**config.mk**
```make
export PLATFORM = sky130hd
export DESIGN_NAME = debug_mem_dump
export DESIGN_NICKNAME = d
export VERILOG_FILES = /design/src/rtl/debug_mem_dump_pkg.sv /design/src/rtl/debug_mem_dump_word_serializer.sv /design/src/rtl/debug_mem_dump.sv
export SDC_FILE = /design/constraint.sdc
export NUM_CORES = 1
export LEC_CHECK = 0
export ABC_CLOCK_PERIOD_IN_PS = 2500
export CORE_ASPECT_RATIO = 0.8
export CORE_UTILIZATION = 45
export DETAILED_ROUTE_END_ITERATION = 8
export PLACE_DENSITY = 0.8
export REMOVE_ABC_BUFFERS = 1
export SLEW_MARGIN = 20
export SYNTH_ARGS = -nofsm -noshare
export SYNTH_HDL_FRONTEND = slang
export SYNTH_SLANG_ARGS = --single-unit
export TNS_END_PERCENT = 100
```
**constraint.sdc**
```tcl
create_clock -name i_clk -period 2.5 [get_ports i_clk]
set_input_delay 0.5 -clock i_clk [delete_from_list [all_inputs] [get_ports i_clk]]
set_output_delay 0.5 -clock i_clk [all_outputs]
set_load 0.02 [all_outputs]
```
**src/rtl/debug_mem_dump_pkg.sv**
```systemverilog
`timescale 1ns/1ps
// Shared definitions for the debug memory dumper: FSM encoding and byte-count sizing.
// Latency: n/a (definitions only).
// Backpressure: n/a.
package debug_mem_dump_pkg;

  // FSM state encoding, kept as plain 2-bit constants for legacy tools.
  localparam logic [1:0] IDLE = 2'd0;
  localparam logic [1:0] READ = 2'd1;
  localparam logic [1:0] SEND = 2'd2;
  localparam logic [1:0] DONE = 2'd3;

  // Sizing at the default 32-bit word width.
  localparam int NBITS_DEFAULT = 32;
  localparam int NBYTES        = NBITS_DEFAULT / 8;
  localparam int BCNT_W        = $clog2(NBYTES);

  // Bytes per word for an arbitrary word width.
  function automatic int nbytes_of(input int nbits);
    return nbits / 8;
  endfunction

  // byte_cnt width; a one-byte word still needs a 1-bit counter.
  function automatic int bcnt_width(input int nbytes);
    return (nbytes > 1) ? $clog2(nbytes) : 1;
  endfunction

endpackage

```
**src/rtl/debug_mem_dump_word_serializer.sv**
```systemverilog
`timescale 1ns/1ps
// Holds one memory word and shifts it out MSB byte first over a valid/ready byte port.
// Latency: byte 0 valid the cycle after i_load; one byte per accepted handshake.
// Backpressure: valid/data held stable until i_tx_ready; last-byte pulse only on the final accept.
//
// Ports:
//   i_clk, i_reset       clock, async active-low reset
//   i_load, i_word       capture a new word (only issued while idle)
//   o_tx_data/o_tx_valid byte stream to the UART TX, i_tx_ready accepts
//   o_last_acc           combinational pulse: last byte of the word accepted this cycle
module debug_mem_dump_word_serializer
  import debug_mem_dump_pkg::*;
#(
  parameter int NBITS = 32
) (
  input  logic             i_clk,
  input  logic             i_reset,
  input  logic             i_load,
  input  logic [NBITS-1:0] i_word,
  output logic [7:0]       o_tx_data,
  output logic             o_tx_valid,
  input  logic             i_tx_ready,
  output logic             o_last_acc
);

  localparam int NB = nbytes_of(NBITS);
  localparam int CW = bcnt_width(NB);
  localparam logic [CW-1:0] LAST_CNT = CW'(NB - 1);

  logic [NBITS-1:0] r_word;
  logic [CW-1:0]    r_cnt;
  logic             r_valid;
  logic             w_accept;

  assign w_accept   = r_valid & i_tx_ready;
  assign o_last_acc = w_accept & (r_cnt == LAST_CNT);

  // Outputs come straight from registers, so ready never reaches valid/data combinationally.
  assign o_tx_valid = r_valid;
  assign o_tx_data  = r_word[NBITS-1 -: 8];

  always_ff @(posedge i_clk or negedge i_reset) begin
    if (!i_reset) begin
      r_word  <= '0;
      r_cnt   <= '0;
      r_valid <= 1'b0;
    end else if (i_load) begin
      r_word  <= i_word;
      r_cnt   <= '0;
      r_valid <= 1'b1;
    end else if (w_accept) begin
      // After the last shift the word is all zeros, so idle data reads as 0.
      r_word  <= r_word << 8;
      r_cnt   <= r_cnt + CW'(1);
      r_valid <= ~o_last_acc;
    end
  end

endmodule

```
**src/rtl/debug_mem_dump.sv**
```systemverilog
`timescale 1ns/1ps
// Debug dumper: on start, reads data-memory words 0..CELDAS-1 and streams them out MSB byte first.
// Latency: READ the cycle after start is sampled, first byte valid one cycle later; 1+NBITS/8 cycles/word at full rate.
// Backpressure: i_tx_ready stalls the serializer; the address only advances after a word's last byte.
//
// Ports:
//   i_clk, i_reset                clock, async active-low reset
//   i_start                       start request, honoured only in IDLE
//   o_MemRead, o_MemDireccion     read strobe and word index to data memory
//   i_DatoLeido                   combinational read data, valid with o_MemRead
//   o_tx_data/o_tx_valid/i_tx_ready  byte stream to UART TX
//   o_busy                        high in READ and SEND
//   o_done                        one-cycle completion pulse
module debug_mem_dump
  import debug_mem_dump_pkg::*;
#(
  parameter int NBITS  = 32,
  parameter int CELDAS = 10
) (
  input  logic             i_clk,
  input  logic             i_reset,
  input  logic             i_start,
  output logic             o_MemRead,
  output logic [NBITS-1:0] o_MemDireccion,
  input  logic [NBITS-1:0] i_DatoLeido,
  output logic [7:0]       o_tx_data,
  output logic             o_tx_valid,
  input  logic             i_tx_ready,
  output logic             o_busy,
  output logic             o_done
);

  localparam int AW = (CELDAS > 1) ? $clog2(CELDAS) : 1;
  localparam logic [AW-1:0] LAST_ADDR = AW'(CELDAS - 1);

  logic [1:0]    r_state;
  logic [AW-1:0] r_addr;
  logic          w_load;
  logic          w_last_acc;

  // The memory read and the serializer load happen in the same READ cycle,
  // since the read data is combinational.
  assign w_load = (r_state == READ);

  always_ff @(posedge i_clk or negedge i_reset) begin
    if (!i_reset) begin
      r_state <= IDLE;
      r_addr  <= '0;
    end else begin
      case (r_state)
        IDLE: begin
          if (i_start) begin
            r_state <= READ;
            r_addr  <= '0;
          end
        end
        READ: r_state <= SEND;
        SEND: begin
          if (w_last_acc) begin
            // Address stops at the last word; it never wraps.
            if (r_addr == LAST_ADDR) begin
              r_state <= DONE;
            end else begin
              r_addr  <= r_addr + AW'(1);
              r_state <= READ;
            end
          end
        end
        DONE:    r_state <= IDLE;
        default: r_state <= IDLE;
      endcase
    end
  end

  assign o_MemRead      = w_load;
  assign o_MemDireccion = NBITS'(r_addr);
  assign o_busy         = (r_state == READ) | (r_state == SEND);
  assign o_done         = (r_state == DONE);

  debug_mem_dump_word_serializer #(
    .NBITS (NBITS)
  ) u_ser (
    .i_clk      (i_clk),
    .i_reset    (i_reset),
    .i_load     (w_load),
    .i_word     (i_DatoLeido),
    .o_tx_data  (o_tx_data),
    .o_tx_valid (o_tx_valid),
    .i_tx_ready (i_tx_ready),
    .o_last_acc (w_last_acc)
  );

endmodule
```
Word level (Yosys, flattened, before mapping)
Cells that the tools add are included.

Bits in registers: 41. Bits of input ports: 36. Output and inout bits: 44. Logic and storage cells: 38.

$add $sub $neg: 2. Equal/unequal tests: 8. Multiplexer cells: 14. Bitwise gates (word level): 4. Reduce and logical (&&, ||, !) cells: 5.

Operators with widths (count): 32-bit 2-to-1 mux (2); 4-bit 2-to-1 mux (3); 2-bit 2-to-1 mux (5); 2-bit one-hot mux with 4 select lines (1); 4-bit one-hot mux with 2 select lines (1); 2-bit == test (second input constant) (3); 4-bit by 1-bit adder with 4-bit output (second input constant) (1); 4-bit == test (second input constant) (1); 2-bit != test (second input constant) (2); 4-bit AND reduction (1); 2-bit nonzero test (2); 2-bit by 1-bit adder with 2-bit output (second input constant) (1); 1-bit bitwise AND (2); 2-bit by 1-bit == test with 1-bit output (second input constant) (1); 2-bit zero test (1); 1-bit 2-to-1 mux (2); 2-bit by 1-bit != test with 1-bit output (second input constant) (1); 2-bit AND reduction (1); 1-bit NOT (1); 1-bit OR (1).

Longest topological paths before layout
Gate-level depths: netlist of run 1.

Depth after elaboration: 5. Mapped depth: 6. Depth with buffers taken out: 5.

Modules after synthesis
A second synthesis of run 1 with hierarchy kept.

Cells, all modules: 264. Area total of the unflattened synthesis: 2616.3 um^2.

Modules (own cells, without submodules): debug_mem_dump_word_serializer (times used 1, cells an instance 193, area each 1968.1 um^2, seq. area each 875.8 um^2); debug_mem_dump (times used 1, cells an instance 71, area each 648.1 um^2, seq. area each 150.1 um^2).

Worst setup path before layout of run 1
No wires, ideal clock.

Path type: register -> register. Start point: reg r_state[0]. End point: reg r_addr[2]. Setup time: 0.080 ns. Data arrival time: 1.628 ns. Required time: 2.420 ns. Setup slack: 0.792 ns. Stages on the path, launching flop included: 7. Buffers on the path: 1. Period minus slack after synthesis: 1.708 ns. Cell sequence: dfrtp_1 > inv_1 > ha_1 > buf_6 > and4b_4 > or4b_4 > o22ai_2.

Word-level cells in the longest chain between the ends: 3. Elaborated cells between the ends (all ways): 8. Classes of those cells: eq/ne: 4; mux: 1; reduce/logical: 3.

RTL lines: start: declaration (RTL line debug_mem_dump.sv:36) `logic [1:0] r_state;`; start signal: assignment (RTL line debug_mem_dump.sv:47) `r_state <= IDLE;`; start signal: assignment (RTL line debug_mem_dump.sv:53) `r_state <= READ;`; start signal: assignment (RTL line debug_mem_dump.sv:57) `READ: r_state <= SEND;`; 2-bit == test / 2-bit zero test (equally long branches) (RTL line debug_mem_dump.sv:50) `case (r_state)`; 2-bit != test (no source line) (tied with other cells); 4-bit AND reduction (no source line); end signal: assignment (RTL line debug_mem_dump.sv:64) `r_addr <= r_addr + AW'(1);`; end: declaration (RTL line debug_mem_dump.sv:37) `logic [AW-1:0] r_addr;`.

Several ways; a longest one is shown, not always the timed one. A chain may end at the register's enable or synchronous reset.

Final worst setup path of run 1
Start point: reg r_state[1]. End point: out o_busy.

Word-level cells in the longest chain between the ends: 2. Elaborated cells between the ends (all ways): 3. Classes of those cells: eq/ne: 2; bitwise: 1.

RTL lines: 2-bit by 1-bit == test with 1-bit output / 2-bit == test (equally long branches) (RTL line debug_mem_dump.sv:77) `assign o_busy = (r_state == READ) | (r_state == SEND);`; 1-bit OR * (RTL line debug_mem_dump.sv:77); end: declaration (RTL line debug_mem_dump.sv:29) `output logic o_busy,`.

Every way passes the cells marked *; elsewhere a longest branch is shown, timed or not.

==> impl_metrics.ini, run 1 <==
[outcome]
status = complete, no violations

[floorplan]
design.portCount = 80
rows = 22
core_area_um2 = 4680
dieArea_um2 = 5240
die_y_um = 65.0
start_util_pct = 47.6
die_w_um = 80.7

[sta]
finalSetupViolations = 0
worst_pin_slew_ps = 903
clock.fmax_ghz = 0.455
slew_headroom_pct = 39.8
tns_ps = 0
finalCritPeriodShare_pct = 87.9
fin_worst_skew_ps = 8.09
rsz0062_at_grt = false
timing.final.ws_setup_ps = 304
fin_crit_ps = 2200
finalMaxSlewViolations = 0
final-hold-violation-count = 0

[finish]
n_antenna_cell = 0
drive_gt1_share_pct = 5.99
utilization_pct = 58.1
nets = 310
stdcell_area_um2 = 2720
regArea_um2 = 1030
multiInputGateArea_um2 = 967
num-fill-cells = 421
area_growth_pct = 21.9

[grt]
grt_pass1_vias = 1407
grt_overflow_total = 0
grt_usage_pct = 16.0
grt_antenna_before_repair = 0
grt_pass1_wl_mm = 6.44
grt_max_degree = 68

[synthesis]
synth_top_area_cell = dfrtp_1
muxShareOfSynthArea_pct = 11.7
ys_async_sr_fraction_pct = 100
synth.top_cell.area_share_pct = 46.0
yosysSeqAreaShare_pct = 46.0
yosysWarnings = 0
synth.avg_cell_area_um2 = 9.87
yosys-top-cells-area = dfrtp_1 (46%), buf_4 (13%), mux2i_1 (12%), nand2_1 (7.4%), o21ai_0 (7.2%)
ys_ff_latch = 41
synth_area_um2 = 2230
synth_top_family_by_area = buffers and inverters
synthAdderAreaFrac_pct = 4.49
syn-instance-count = 226
synth.top_cells.by_count = nand2_1 (44), dfrtp_1 (41), buf_4 (38)
yosysMostFrequentCell = nand2_1
synth_xor_area_share_pct = 0.393
synth_compound_area_share_pct = 11.3
synth-edff-count = 0
synthSimpleGateAreaFrac_pct = 10.6
synth-main-ff-cell = dfrtp_1
yosysUniqueCellTypes = 28

[worst_setup_path]
cp-end-kind = output pin
cp_slowest_cell = clkdlybuf4s50_1
path_buf_inv = 2
critPathMaxStageDelay_ps = 600
crit_family = buffers and inverters
arrival_ps = 1700
path_max_fanout = 4
crit_chain = inv_1 > ha_1 > clkdlybuf4s50_1
required_ps = 2000
critPathKind = flop to output pin
start_kind = flop

[clocking]
cts_num_sinks = 41
clkLatencyLatePin_ps = 280
path_clk_slew_ps = 80
clockRootBuffer = clkbuf_8
htreeDepth = 2
postCtsHoldBufs = 0
cts_buffers = 5
cts_resized = 0
tritoncts = yes
cts_setup_buffers = 0
cts_buffer_depth = 2

[drt]
drtIter0Drc = 83
drc = 0
viasPerCell = 4.71
routed_wl_mm = 4.00
via_count = 1540
drt-wirelength-per-cell_um = 12.2
drt-pass1-iter-count = 4
antenna_left = 0

[min_path]
min_path_type = primary input to asynchronous set/reset pin

[place]
hpwl_mm = 2.71
gp_congestion = 0.827
portBuffers = 51
place_area_um2 = 2620
pre_cts_slack_ps = 382

[power_and_ir_drop]
p_total_mw = 2.85
pwr-share-comb_pct = 44.3
leakagePower_nw = 1.25
peakVddDrop_uv = 502
sw_frac_of_total_pct = 38.3
p_seq_share_pct = 39.5
powerDensity_nw_per_um2 = 1050
switchingPower_mw = 1.09
p_int_mw = 1.76
clockPowerShare_pct = 16.2

[job]
maxCapViolCount = 0
-- final cells by class --
type | count | share of cell area [%]
well taps | 60 | 2.76
clock buffers | 7 | 3.55
flip-flops and latches | 41 | 37.8
multi-input cells | 161 | 35.6
inverters | 4 | 0.552
clock inverters | 1 | 0.184
repair buffers | 53 | 19.6
-- stage by stage --
stage / hold WS (ps) / instances
5_1_grt: 410 / 327
3_5_place_dp: 519 / 319
2_1_floorplan: 204 / 206
3_3_place_gp: 515 / 319
4_1_cts: 371 / 327
6_report: 330 / 327
-- layout by cell type, fill, tap and decap left out, types with 2 or more instances in the layout --
cell,count
ha_1,7
a211oi_1,2
a21oi_1,3
inv_1,4
o21ai_0,32
clkbuf_8,7
nand3_1,3
conb_1,28
mux2i_1,26
clkdlybuf4s50_1,50
nor2_1,2
nand2_1,43
dfrtp_1,41
-- power by group through the flow --
stage | clock, mW | sequential [mW] | combinational [mW]
floorplan | 0 | 1.19 | 0.746
global placement | 0 | 1.13 | 1.23
detailed placement | 0 | 1.14 | 1.27
CTS | 0.476 | 1.13 | 1.28
global route | 0.512 | 1.16 | 1.40
finish | 0.461 | 1.13 | 1.26
-- cell families (layout without fill, tap and decap cells) --
family	count (synthesis)	in the layout
AOI/OAI and AO/OA	44	44
xor gates and xnor gates	1	1
adders and majority gates	8	8
buffers and inverters	51	65
DFF	41	41
muxes	26	26
other	1	28
and+or+nand+nor	54	54
-- flip-flops by register name (all words and copies together), names as in the netlist --
name              cells
u_ser.r_cnt           2
r_state               2
u_ser.r_word         32
u_ser.o_tx_valid      1
r_addr                4
-- per-layer routing --
metal  up-vias  wire [um]  global-route usage [%]
met4         0          0                    2.01
met1       718       1960                    21.2
li1        777          -                       -
met3         0        219                    4.37
met2        45       1820                    26.7
met5         -          0                       0
-- worst paths after layout --
kind | start | endpoint | slack, ps | cells after the start
max | r_state[1] | o_busy | 300 | 3
min | i_reset | u_ser.r_word[13] | 330 | 1
max reg2reg | r_state[0] | r_addr[2] | 600 | 5
min reg2reg | u_ser.r_word[5] | u_ser.r_word[5] | 530 | 2
max in group asynchronous | i_reset | u_ser.r_word[12] | 1580 | 1
min in group i_clk | u_ser.r_word[5] | u_ser.r_word[5] | 530 | 2
(Power assumes the default switching activity.)
==> inputs of run 2 (changes only) <==
--- a/config.mk
+++ b/config.mk
@@ -5,7 +5,7 @@
 export SDC_FILE = /design/constraint.sdc
 export NUM_CORES = 1
 export LEC_CHECK = 0
-export ABC_CLOCK_PERIOD_IN_PS = 2500
+export ABC_CLOCK_PERIOD_IN_PS = 2200
 export CORE_ASPECT_RATIO = 0.8
 export CORE_UTILIZATION = 45
 export DETAILED_ROUTE_END_ITERATION = 8
==> constraint.sdc (replaced) <==
create_clock -name i_clk -period 2.2 [get_ports i_clk]
set_input_delay 0.44 -clock i_clk [delete_from_list [all_inputs] [get_ports i_clk]]
set_output_delay 0.44 -clock i_clk [all_outputs]
set_load 0.02 [all_outputs]
==> run 2 against run 1 <==
Critical endpoint is now o_MemRead. Count of clock-buffer cells in the layout down 2. Sequential power up 13%. Non-clock buffer count up 1. Largest cell class unchanged. Combinational power up 12%.
==> impl_metrics.ini, run 2 (synthesized netlist as in run 1, its figures left out) <==
[clocking]
cts_num_sinks = 41
htreeDepth = 2
clkLatencyLatePin_ps = 290
cts_buffer_depth = 2
tritoncts = yes
cts_setup_buffers = 0
cts_buffers = 5
postCtsHoldBufs = 0
cts_resized = 0
path_clk_slew_ps = 70
clockRootBuffer = clkbuf_8

[finish]
layout_commonest_cell = clkdlybuf4s50_1
n_antenna_cell = 0
stdcell_area_um2 = 2730
num-fill-cells = 453
nets = 311
reg.largest.list = u_ser.r_word x32, r_addr x4
final_cell_mix = clkdlybuf4s50_1 (49), nand2_1 (43), dfrtp_1 (41)
drive_gt1_share_pct = 5.99
largest_register_ffs = 32
area_growth_pct = 22.4
top_register = u_ser.r_word

[power_and_ir_drop]
p_seq_share_pct = 39.3
peakVddDrop_uv = 538
clockPowerShare_pct = 17.6
switchingPower_mw = 1.23
sw_frac_of_total_pct = 37.6
leakagePower_nw = 1.26
pwr-share-comb_pct = 43.1
powerDensity_nw_per_um2 = 1200
p_int_mw = 2.04

[drt]
drt-pass1-iter-count = 4
drtIter0Drc = 60
via_count = 1538
antenna_left = 0
drc = 0
drt-wirelength-per-cell_um = 12.1
viasPerCell = 4.70
routed_wl_mm = 3.94

[floorplan]
start_util_pct = 47.6
die_y_um = 65.0
core_area_um2 = 4680
die_w_um = 80.7
dieArea_um2 = 5240
rows = 22
design.portCount = 80

[place]
gp_congestion = 0.829
hpwl_mm = 2.85
place_area_um2 = 2620
portBuffers = 51

[worst_setup_path]
crit_family = buffers and inverters
critPathKind = flop to output pin
critPathMaxStageDelay_ps = 610
arrival_ps = 1660
start_kind = flop
path_max_fanout = 4
cp-end-kind = output pin
cp_slowest_cell = clkdlybuf4s50_1
path_buf_inv = 2
crit_chain = inv_1 > ha_2 > clkdlybuf4s50_1
required_ps = 1760

[outcome]
status = complete, no violations

[grt]
grt_pass1_wl_mm = 6.40
grt_pass1_vias = 1396
grt_max_degree = 68
grt_antenna_before_repair = 0
grt_usage_pct = 16.3
grt_overflow_total = 0

[sta]
worst_pin_slew_ps = 755
fin_crit_ps = 2100
rsz0062_at_grt = false
clock.fmax_ghz = 0.476
slew_headroom_pct = 49.6
tns_ps = 0
fin_worst_skew_ps = 5.09
final-hold-violation-count = 0
finalMaxSlewViolations = 0
finalCritPeriodShare_pct = 95.5
finalSetupViolations = 0

[job]
maxCapViolCount = 0

[min_path]
min_path_type = primary input to asynchronous set/reset pin
run 2: changes by cell type in the layout (fill, tap and decap cells not counted):
cell and change:
bufinv_16 +1, clkdlybuf4s50_1 -1, clkbuf_8 -2, dlymetal6s2s_1 +1, buf_4 +1
run 2: worst register-to-register path, cell delays in order, from the launching register on:
cell	delay (ps)
dfrtp_1	400
inv_1	100
ha_1	310
and4b_4	260
or4b_4	500
o22ai_2	180
run 2: final timing paths:
path	cells after the start	start	to	slack [ps]
setup / recovery	3	r_state[1]	o_MemRead	100
setup reg to reg	5	r_state[0]	r_addr[2]	390
min in group i_clk	2	u_ser.r_word[3]	u_ser.r_word[3]	530
max in group asynchronous	2	i_reset	u_ser.r_word[14]	1400
hold / removal	1	i_reset	u_ser.r_word[29]	210
hold reg to reg	2	u_ser.r_word[3]	u_ser.r_word[3]	530
run 2: final cells by class:
class / instances / area (um2) / share of cell area [%]
repair buffers: 54 / 543 / 19.9
flip-flops and latches: 41 / 1030 / 37.6
inverters: 4 / 15.0 / 0.550
multi-input cells: 161 / 967 / 35.4
well taps: 60 / 75.1 / 2.75
clock buffers: 5 / 68.8 / 2.52
clock inverters: 2 / 35.0 / 1.28
run 2: stage by stage:
step	setup WS (ps)	std cells	hold slack (ps)	utilization [%]	total power, mW
after floorplan	67.7	206	144	-	2.20
after global placement	230	320	515	56.1	2.68
after detailed placement	170	320	523	56.1	2.74
after CTS	51.0	327	242	58.3	3.32
after global routing	0.648	327	280	58.3	3.54
final	98.5	327	214	58.3	3.27
run 2: power groups by stage:
stage	Clock, mW	Sequential, mW	Combinational [mW]
2_1_floorplan	0	1.35	0.848
3_3_place_gp	0	1.28	1.40
3_5_place_dp	0	1.30	1.43
4_1_cts	0.595	1.29	1.44
5_1_grt	0.624	1.33	1.59
6_report	0.575	1.28	1.41
run 2: layer usage:
| layer | global-route usage, % | wire length (um) | vias to the layer above |
|---|---|---|---|
| li1 | - | - | 778 |
| met1 | 21.9 | 1900 | 706 |
| met2 | 25.4 | 1810 | 49 |
| met3 | 4.23 | 201 | 5 |
| met4 | 5.36 | 36 | 0 |
| met5 | 0 | 0 | - |
==> inputs of run 3 (changes only) <==
--- a/config.mk
+++ b/config.mk
@@ -6,6 +6,7 @@
 export NUM_CORES = 1
 export LEC_CHECK = 0
 export ABC_CLOCK_PERIOD_IN_PS = 2200
+export CAP_MARGIN = 0
 export CORE_ASPECT_RATIO = 0.8
 export CORE_UTILIZATION = 45
 export DETAILED_ROUTE_END_ITERATION = 8
==> results of run 3 <==
The final DEF is identical to that of run 2; final timing and power are the same.
